===== src/rtl/page_ram_arbiter.sv =====
// page_ram_arbiter
//   Owns the single-port page-parameter RAM (2^ADDR_W x DATA_W) and shares
//   it between two requesters with round-robin arbitration. After reset an
//   optional clear pass writes INIT_VALUE to every entry before RUN.
//
// Ports
//   hw_clk          sole clock, rising edge
//   rst             synchronous reset, active-high
//   ready           high in RUN (low during reset and the clear pass)
//   reqN/weN        request and access type (1 = write, 0 = read) for port N
//   addrN/wdataN    address and write data for port N
//   gntN            combinational grant; the access executes on the edge
//                   where reqN and gntN are both high
//   rdataN/rvalidN  read data (held until the next read on that port) and
//                   its one-cycle valid pulse, one cycle after the grant edge
module page_ram_arbiter #(
  parameter int                ADDR_W         = 8,
  parameter int                DATA_W         = 8,
  parameter logic [DATA_W-1:0] INIT_VALUE     = 8'hFF,
  parameter bit                CLEAR_ON_RESET = 1'b1
) (
  input  logic              hw_clk,
  input  logic              rst,
  output logic              ready,
  input  logic              req0,
  input  logic              we0,
  input  logic [ADDR_W-1:0] addr0,
  input  logic [DATA_W-1:0] wdata0,
  output logic              gnt0,
  output logic [DATA_W-1:0] rdata0,
  output logic              rvalid0,
  input  logic              req1,
  input  logic              we1,
  input  logic [ADDR_W-1:0] addr1,
  input  logic [DATA_W-1:0] wdata1,
  output logic              gnt1,
  output logic [DATA_W-1:0] rdata1,
  output logic              rvalid1
);

  localparam int DEPTH = 1 << ADDR_W;

  typedef enum logic {
    ST_CLEAR = 1'b0,
    ST_RUN   = 1'b1
  } state_t;

  state_t            state;
  state_t            state_nxt;
  logic [ADDR_W-1:0] clr_addr;
  logic              last_gnt;

  logic              ram_we_p0;
  logic              ram_re_p0;
  logic [ADDR_W-1:0] ram_addr_p0;
  logic [DATA_W-1:0] ram_wdata_p0;

  logic [DATA_W-1:0] mem [DEPTH];
  logic [DATA_W-1:0] ram_q_p1;
  logic              vld0_p1;
  logic              vld1_p1;
  logic [DATA_W-1:0] hold0_p1;
  logic [DATA_W-1:0] hold1_p1;

  // Control: state, clear address, round-robin history, read valids
  always_ff @(posedge hw_clk) begin
    if (rst) begin
      state    <= CLEAR_ON_RESET ? ST_CLEAR : ST_RUN;
      clr_addr <= '0;
      last_gnt <= 1'b1;
      vld0_p1  <= 1'b0;
      vld1_p1  <= 1'b0;
    end else begin
      state <= state_nxt;
      if (state == ST_CLEAR) begin
        clr_addr <= clr_addr + 1'b1;
      end
      if (gnt0) begin
        last_gnt <= 1'b0;
      end else if (gnt1) begin
        last_gnt <= 1'b1;
      end
      vld0_p1 <= gnt0 & ~we0;
      vld1_p1 <= gnt1 & ~we1;
    end
  end

  always_comb begin
    state_nxt = state;
    gnt0      = 1'b0;
    gnt1      = 1'b0;
    case (state)
      ST_CLEAR: begin
        if (clr_addr == {ADDR_W{1'b1}}) begin
          state_nxt = ST_RUN;
        end
      end
      ST_RUN: begin
        // last_gnt = 1 means port 1 was served last, so port 0 wins a tie.
        if (!rst) begin
          gnt0 = req0 & (~req1 | last_gnt);
          gnt1 = req1 & (~req0 | ~last_gnt);
        end
      end
      default: state_nxt = ST_CLEAR;
    endcase
  end

  assign ready = (state == ST_RUN) & ~rst;

  // Stage p0: single RAM port shared by the clear sequencer and the grantee
  always_comb begin
    ram_we_p0    = 1'b0;
    ram_re_p0    = 1'b0;
    ram_addr_p0  = clr_addr;
    ram_wdata_p0 = INIT_VALUE;
    if (state == ST_CLEAR) begin
      ram_we_p0 = ~rst;
    end else if (gnt0) begin
      ram_addr_p0  = addr0;
      ram_wdata_p0 = wdata0;
      ram_we_p0    = we0;
      ram_re_p0    = ~we0;
    end else if (gnt1) begin
      ram_addr_p0  = addr1;
      ram_wdata_p0 = wdata1;
      ram_we_p0    = we1;
      ram_re_p0    = ~we1;
    end
  end

  always_ff @(posedge hw_clk) begin
    if (ram_we_p0) begin
      mem[ram_addr_p0] <= ram_wdata_p0;
    end
    if (ram_re_p0) begin
      ram_q_p1 <= mem[ram_addr_p0];
    end
  end

  // Stage p1: shared RAM output steered to the port that issued the read.
  // A reset arriving in the cycle after the grant suppresses the pulse.
  assign rvalid0 = vld0_p1 & ~rst;
  assign rvalid1 = vld1_p1 & ~rst;

  always_ff @(posedge hw_clk) begin
    if (rst) begin
      hold0_p1 <= '0;
      hold1_p1 <= '0;
    end else begin
      if (rvalid0) begin
        hold0_p1 <= ram_q_p1;
      end
      if (rvalid1) begin
        hold1_p1 <= ram_q_p1;
      end
    end
  end

  assign rdata0 = rvalid0 ? ram_q_p1 : hold0_p1;
  assign rdata1 = rvalid1 ? ram_q_p1 : hold1_p1;

endmodule


===== config.mk =====
export PLATFORM = sky130hd
export DESIGN_NAME = page_ram_arbiter
export DESIGN_NICKNAME = d
export VERILOG_FILES = /design/src/rtl/page_ram_arbiter.sv
export SDC_FILE = /design/constraint.sdc
export NUM_CORES = 2
export LEC_CHECK = 0
export CELL_PAD_IN_SITES_DETAIL_PLACEMENT = 1
export CELL_PAD_IN_SITES_GLOBAL_PLACEMENT = 2
export CORE_MARGIN = 4
export CORE_UTILIZATION = 51
export DETAILED_ROUTE_END_ITERATION = 16
export GPL_ROUTABILITY_DRIVEN = 0
export HOLD_SLACK_MARGIN = 0.15
export PLACE_DENSITY = 0.95
export SLEW_MARGIN = 30
export SYNTH_ARGS = -nofsm -noshare
export SYNTH_HDL_FRONTEND = slang
export SYNTH_SLANG_ARGS = --single-unit

===== constraint.sdc =====
create_clock -name hw_clk -period 11.1 [get_ports hw_clk]
set_input_delay 1.665 -clock hw_clk [delete_from_list [all_inputs] [get_ports hw_clk]]
set_output_delay 1.665 -clock hw_clk [all_outputs]
set_load 0.02 [all_outputs]

# --- After elaboration in Yosys (flattened, before gate mapping) ---
# Memory sizes are Yosys's and may differ from the RTL's. A register that Yosys moved wholly into a read port is not among the register bits.
# Cells that the tools add are included.
totals:
  regBits: 28
  latchBits: 0
  ramBits: 2048
  mem_bits_ro: 0
  input_bits: 38
  output_inout_bits: 21
  wordCells: 50
  mem_count: 1
op_classes:
  addsub: 1
  mul: 0
  div: 0
  order_cmp: 0
  eq_ne: 1
  n_shift: 0
  muxes: 24
  n_bitwise: 15
  reduce_logical: 1
mem_list:
  columns: ["memory", "words", "width", "rd", "rd_ports_with_merged_regs", "write_ports", "line_no", "source"]
  rows:
  - ["mem", 256, 8, 1, 1, 1, "58", "logic [DATA_W-1:0] mem [DEPTH];"]
ops:
  columns: ["cell", "n"]
  rows:
  - ["8-bit two-way mux", 8]
  - ["1-bit two-way mux", 16]
  - ["8-bit by 1-bit adder with 8-bit output, second input constant", 1]
  - ["8-bit == test, second input constant", 1]
  - ["1-bit bitwise AND", 7]
  - ["1-bit inverter", 6]
  - ["1-bit bitwise OR", 2]
  - ["2-bit nonzero test", 1]

# --- Longest topological paths before layout ---
depth:
  word_depth: 10
  mapped_depth: 15
  depth_no_buf: 10

# --- Worst setup path before layout ---
# OpenSTA, ideal clock, no wires.
synth_timing:
  path_kind: "input -> register"
  start: "in req0"
  end: "mem mem[0][0] (data pin)"
  setup_ps: 853
  arrival_time_ps: 5618
  required_time_ps: 10247
  setup_slack_ps: 4629
  stages: 5
  n_path_buf: 2
  cell_sequence: "a21oi_1 nand3_1 buf_2 clkbuf_1 o22a_1"
synth_between:
  elab_chain_len: 8
synth_lines:
  columns: ["item", "line_no", "source"]
  rows:
  - ["start: declaration", "25", "input logic req0,"]
  - ["1-bit inverter", "102", "gnt1 = req1 & (~req0 | ~last_gnt);"]
  - ["1-bit bitwise OR", "102", null]
  - ["1-bit bitwise AND", "102", null]
  - ["1-bit two-way mux", "100", "if (!rst) begin"]
  - ["1-bit two-way mux", "92", "case (state)"]
  - ["8-bit two-way mux", "124", "end else if (gnt1) begin"]
  - ["8-bit two-way mux *", "119", "end else if (gnt0) begin"]
  - ["8-bit two-way mux *", "117", "if (state == ST_CLEAR) begin"]
  - ["named net ram_wdata_p0[0]", "56", "logic [DATA_W-1:0] ram_wdata_p0;"]
  - ["end: declaration", "58", null]
# Mark *: on every way through the listed nets, which the timed path passes. The rest lies on a longest branch.

# --- Worst setup path after layout ---
layout_timing:
  start: "in rst"
  end: "reg ram_q_p1[5], read port of mem (data pin)"
layout_between:
  elab_chain_len: 5
layout_lines:
  columns: ["item", "line_no", "source"]
  rows:
  - ["start: declaration", "23", "input logic rst,"]
  - ["1-bit two-way mux", "100", null]
  - ["1-bit two-way mux", "92", null]
  - ["8-bit two-way mux / 1-bit two-way mux (equally long branches)", "124", null]
  - ["8-bit two-way mux / 1-bit two-way mux (equally long branches)", "119", null]
  - ["8-bit two-way mux / 1-bit two-way mux (equally long branches)", "117", null]
  - ["end: declaration", "59", "logic [DATA_W-1:0] ram_q_p1;"]
# Parallel ways exist; a longest one is shown, timed or not.
# A chain may end at the register's enable or synchronous reset.

==> results by group <==
Run status
  – Outcome: completed

Timing
  – Crit share post-route: 65.6%
  – Setup TNS: 0 ns
  – Count of final hold-check violations: 0
  – Worst-Margin Slew: 1.15 ns
  – Final setup fails: 0
  – Post-route clock skew: between 0.06 and 0.07 ns
  – RSZ-0062 raised after global routing: false
  – Slew headroom: 23.0%
  – Max Clk Rate: 137 MHz
  – Final slew viol count: 0
  – Crit path time final: ~7.3 ns

Synthesis
  – Register area share after synthesis: 75.7%
  – YS warnings: 0
  – Syn Inst Count: 5323
  – Top-area cell type share of the netlist area: 75.0%
  – Asr flop ratio synth: 0%
  – Post-synth EDFFs: 2056
  – Area leader, netlist: edfxtp_1
  – Synth Flop Type: edfxtp_1
  – Synth Cell Area: 82300 sq um
  – Top post-synthesis cells by area: edfxtp_1, mux2i_1, nand2_1
  – Synthesized net count: 5362
  – Register bit count reported by yosys: 2084
  – Post-synth cell types: 64
  – Mean post-synth cell area: 15.5 sq um

Setup path
  – CP peak stage delay: 0.87 ns
  – CP Capture Type: flip-flop
  – Startpoint types: input pin
  – Crit-path slowest cell: nor4_1
  – Buf+Inv Stages, Crit Path: 3
  – Worst EP required: 11.68 ns
  – CP Cell Sequence: clkdlybuf4s50_1 -> buf_4 -> nand2b_1 -> o21ai_1 -> nand3_4 -> buf_12 -> mux2i_1 -> o22ai_1 -> o41ai_1 -> nand3_1 -> nor4_1 -> nor4_1
  – CP max FO: 130
  – Critical path's most frequent cell: nor4_1
  – Crit path DAT: 7.87 ns
  – CP Class: in2reg
  – CP top delay family: simple AND/OR/NAND/NOR gates

Die
  – Starting Density: 51.3%
  – IO Pins: 59
  – Die outline width: 410 um
  – Core Footprint: 160000 sq um
  – Die ar.: 168000 sq um
  – Num rows: 147
  – Die Y: 410 um

Final layout
  – Finished Cell Area: around 90000 sq um
  – Commonest non-fill, non-tap cell in the layout: edfxtp_1
  – Area Growth Syn to Fin: 11.3%
  – Nets: roughly 5400
  – Share of layout cells above drive strength 1: 8.28%
  – Non-filler cells, final: 7681
  – Finished Core Util: 57.1%
  – Most frequent cells in the layout: edfxtp_1, nand2_1, mux2i_1

Drt
  – DR vias: 51200
  – DRC violations left: 0
  – First-pass DRT Iterations: 6
  – Final WL: 263 mm
  – DRT antenna net count: 0
  – Routed wire length per instance: 34.2 um
  – DR iter-0 viols: between 7000 and 8000
  – Vias per cell: 6.66

Clock network
  – Worst-Skew Late Latency: around 0.87 ns
  – H-tree Lvls: 4
  – Num CTS Buffers: 205
  – Sink Count: about 2100
  – Post-cts sizing count: 0
  – Buffer count from post-CTS setup fixing: 0
  – CTS Buffer Depth: 3
  – CTS root buf: clkbuf_16
  – Cts hold-fix bufs: 0
  – CTS clk-pin slew, worst paths: 0.08 ns
  – CTS tree: yes

Min path
  – HP Class: reg2reg

Place
  – Placed insts: 7279
  – Placed inst area: 84800 sq um
  – HPWL after DPL: 151 mm
  – Port Buffers: 58

Global route
  – First-pass GRT wire length: ~370 mm
  – Antenna violations before repair: 16
  – Gr usage total: 30.6%
  – Total grt overflow: 0
  – Largest net degree at the start of global routing: 235
  – Vias in the first global route: roughly 53000

Power and ir drop
  – Leakage: 0.0326 uW
  – VDD IR max: 0.173 mV
  – Total Power: 16200 uW
  – Pwr per Cell Area: ~180 nW/um^2

Run
  – Max Cap Viol: 0
==> state kept, by name, summed over array words and instances, names as in the netlist <==
name,cells
mem,2048
clr_addr,8
hold0_p1,8
hold1_p1,8
ram_q_p1,8
last_gnt,1
state,1
vld0_p1,1
vld1_p1,1
==> cells in the mapped netlist (10+ instances only) <==
cell type,number
a21oi_1,222
a32oi_1,17
nand3_1,229
clkbuf_1,121
nand4_1,22
inv_1,14
o21ai_0,26
mux2_2,18
a31oi_1,58
nor4_1,30
dfxtp_1,28
and3_1,10
o22ai_1,232
nor2b_1,21
mux2i_1,597
buf_2,129
nor3_1,50
nor2_1,297
buf_4,38
a311oi_1,18
a211oi_1,11
buf_6,28
a22oi_1,34
o41ai_1,32
buf_1,28
edfxtp_1,2056
nand2_1,733
mux4_2,16
a221oi_1,72
==> final timing paths <==
check / start / endpoint / slack [ns] / cells past startpoint
worst max-delay path: rst / ram_q_p1[5]$_DFFE_PP_ / 3.82 / 12
worst min-delay path: last_gnt$_SDFFE_PP1P_ / last_gnt$_SDFFE_PP1P_ / 0.59 / 1
worst max register to register: state$_SDFF_PP0_ / ram_q_p1[5]$_DFFE_PP_ / 4.65 / 10
worst min register to register: last_gnt$_SDFFE_PP1P_ / last_gnt$_SDFFE_PP1P_ / 0.59 / 1
==> per-layer routing <==
| metal | vias up | routed length, um | track usage, % |
|---|---|---|---|
| met5 | - | 53 | 0 |
| met4 | 8 | 19000 | 19.1 |
| met3 | 893 | 26900 | 7.12 |
| met2 | 3516 | 127000 | 49.5 |
| met1 | 26100 | 90200 | 37.4 |
| li1 | 20700 | - | - |
==> worst reg2reg max path: stages, from the launching register on <==
cell,delay [ns]
dfxtp_1,0.65
nand2b_1,0.32
o21ai_1,0.80
nand3_4,0.87
buf_12,0.61
mux2i_1,0.65
o22ai_1,0.22
o41ai_1,0.68
nand3_1,0.37
nor4_1,0.87
nor4_1,0.14
==> cell type report <==
cell class | count | area [sq um]
fillers | 14800 | 68800
clock buffers | 261 | 5450
multi-input cells | 2880 | 18400
clock inverters | 122 | 1110
diodes | 11 | 27.5
well taps | 2160 | 2700
inverters | 14 | 52.6
flip-flops and latches | 2084 | 62300
repair buffers | 149 | 1600
==> per-stage QoR <==
step           hold slack [ns]  setup slack, ns
2_1_floorplan            0.481             4.63
3_3_place_gp             0.507             3.62
3_5_place_dp             0.572             3.61
4_1_cts                  0.594             4.27
5_1_grt                  0.638             3.85
6_report                 0.590             3.82
==> power breakdown <==
group | total (uW) | internal (uW) | switching (uW)
sequential | 8510 | 8510 | 2.00
combinational | 790 | 224 | 566
clock | 6940 | 3870 | 3070
==> cells by family after synthesis <==
group / share of synthesized area (%)
xor+xnor: 0.0639
simple gates: 7.44
flops: 75.7
fa+ha+maj: 0.0152
compound gates: 6.56
buf+inv: 2.26
mux: 7.95
No activity file was read; power rests on OpenSTA's default activity.
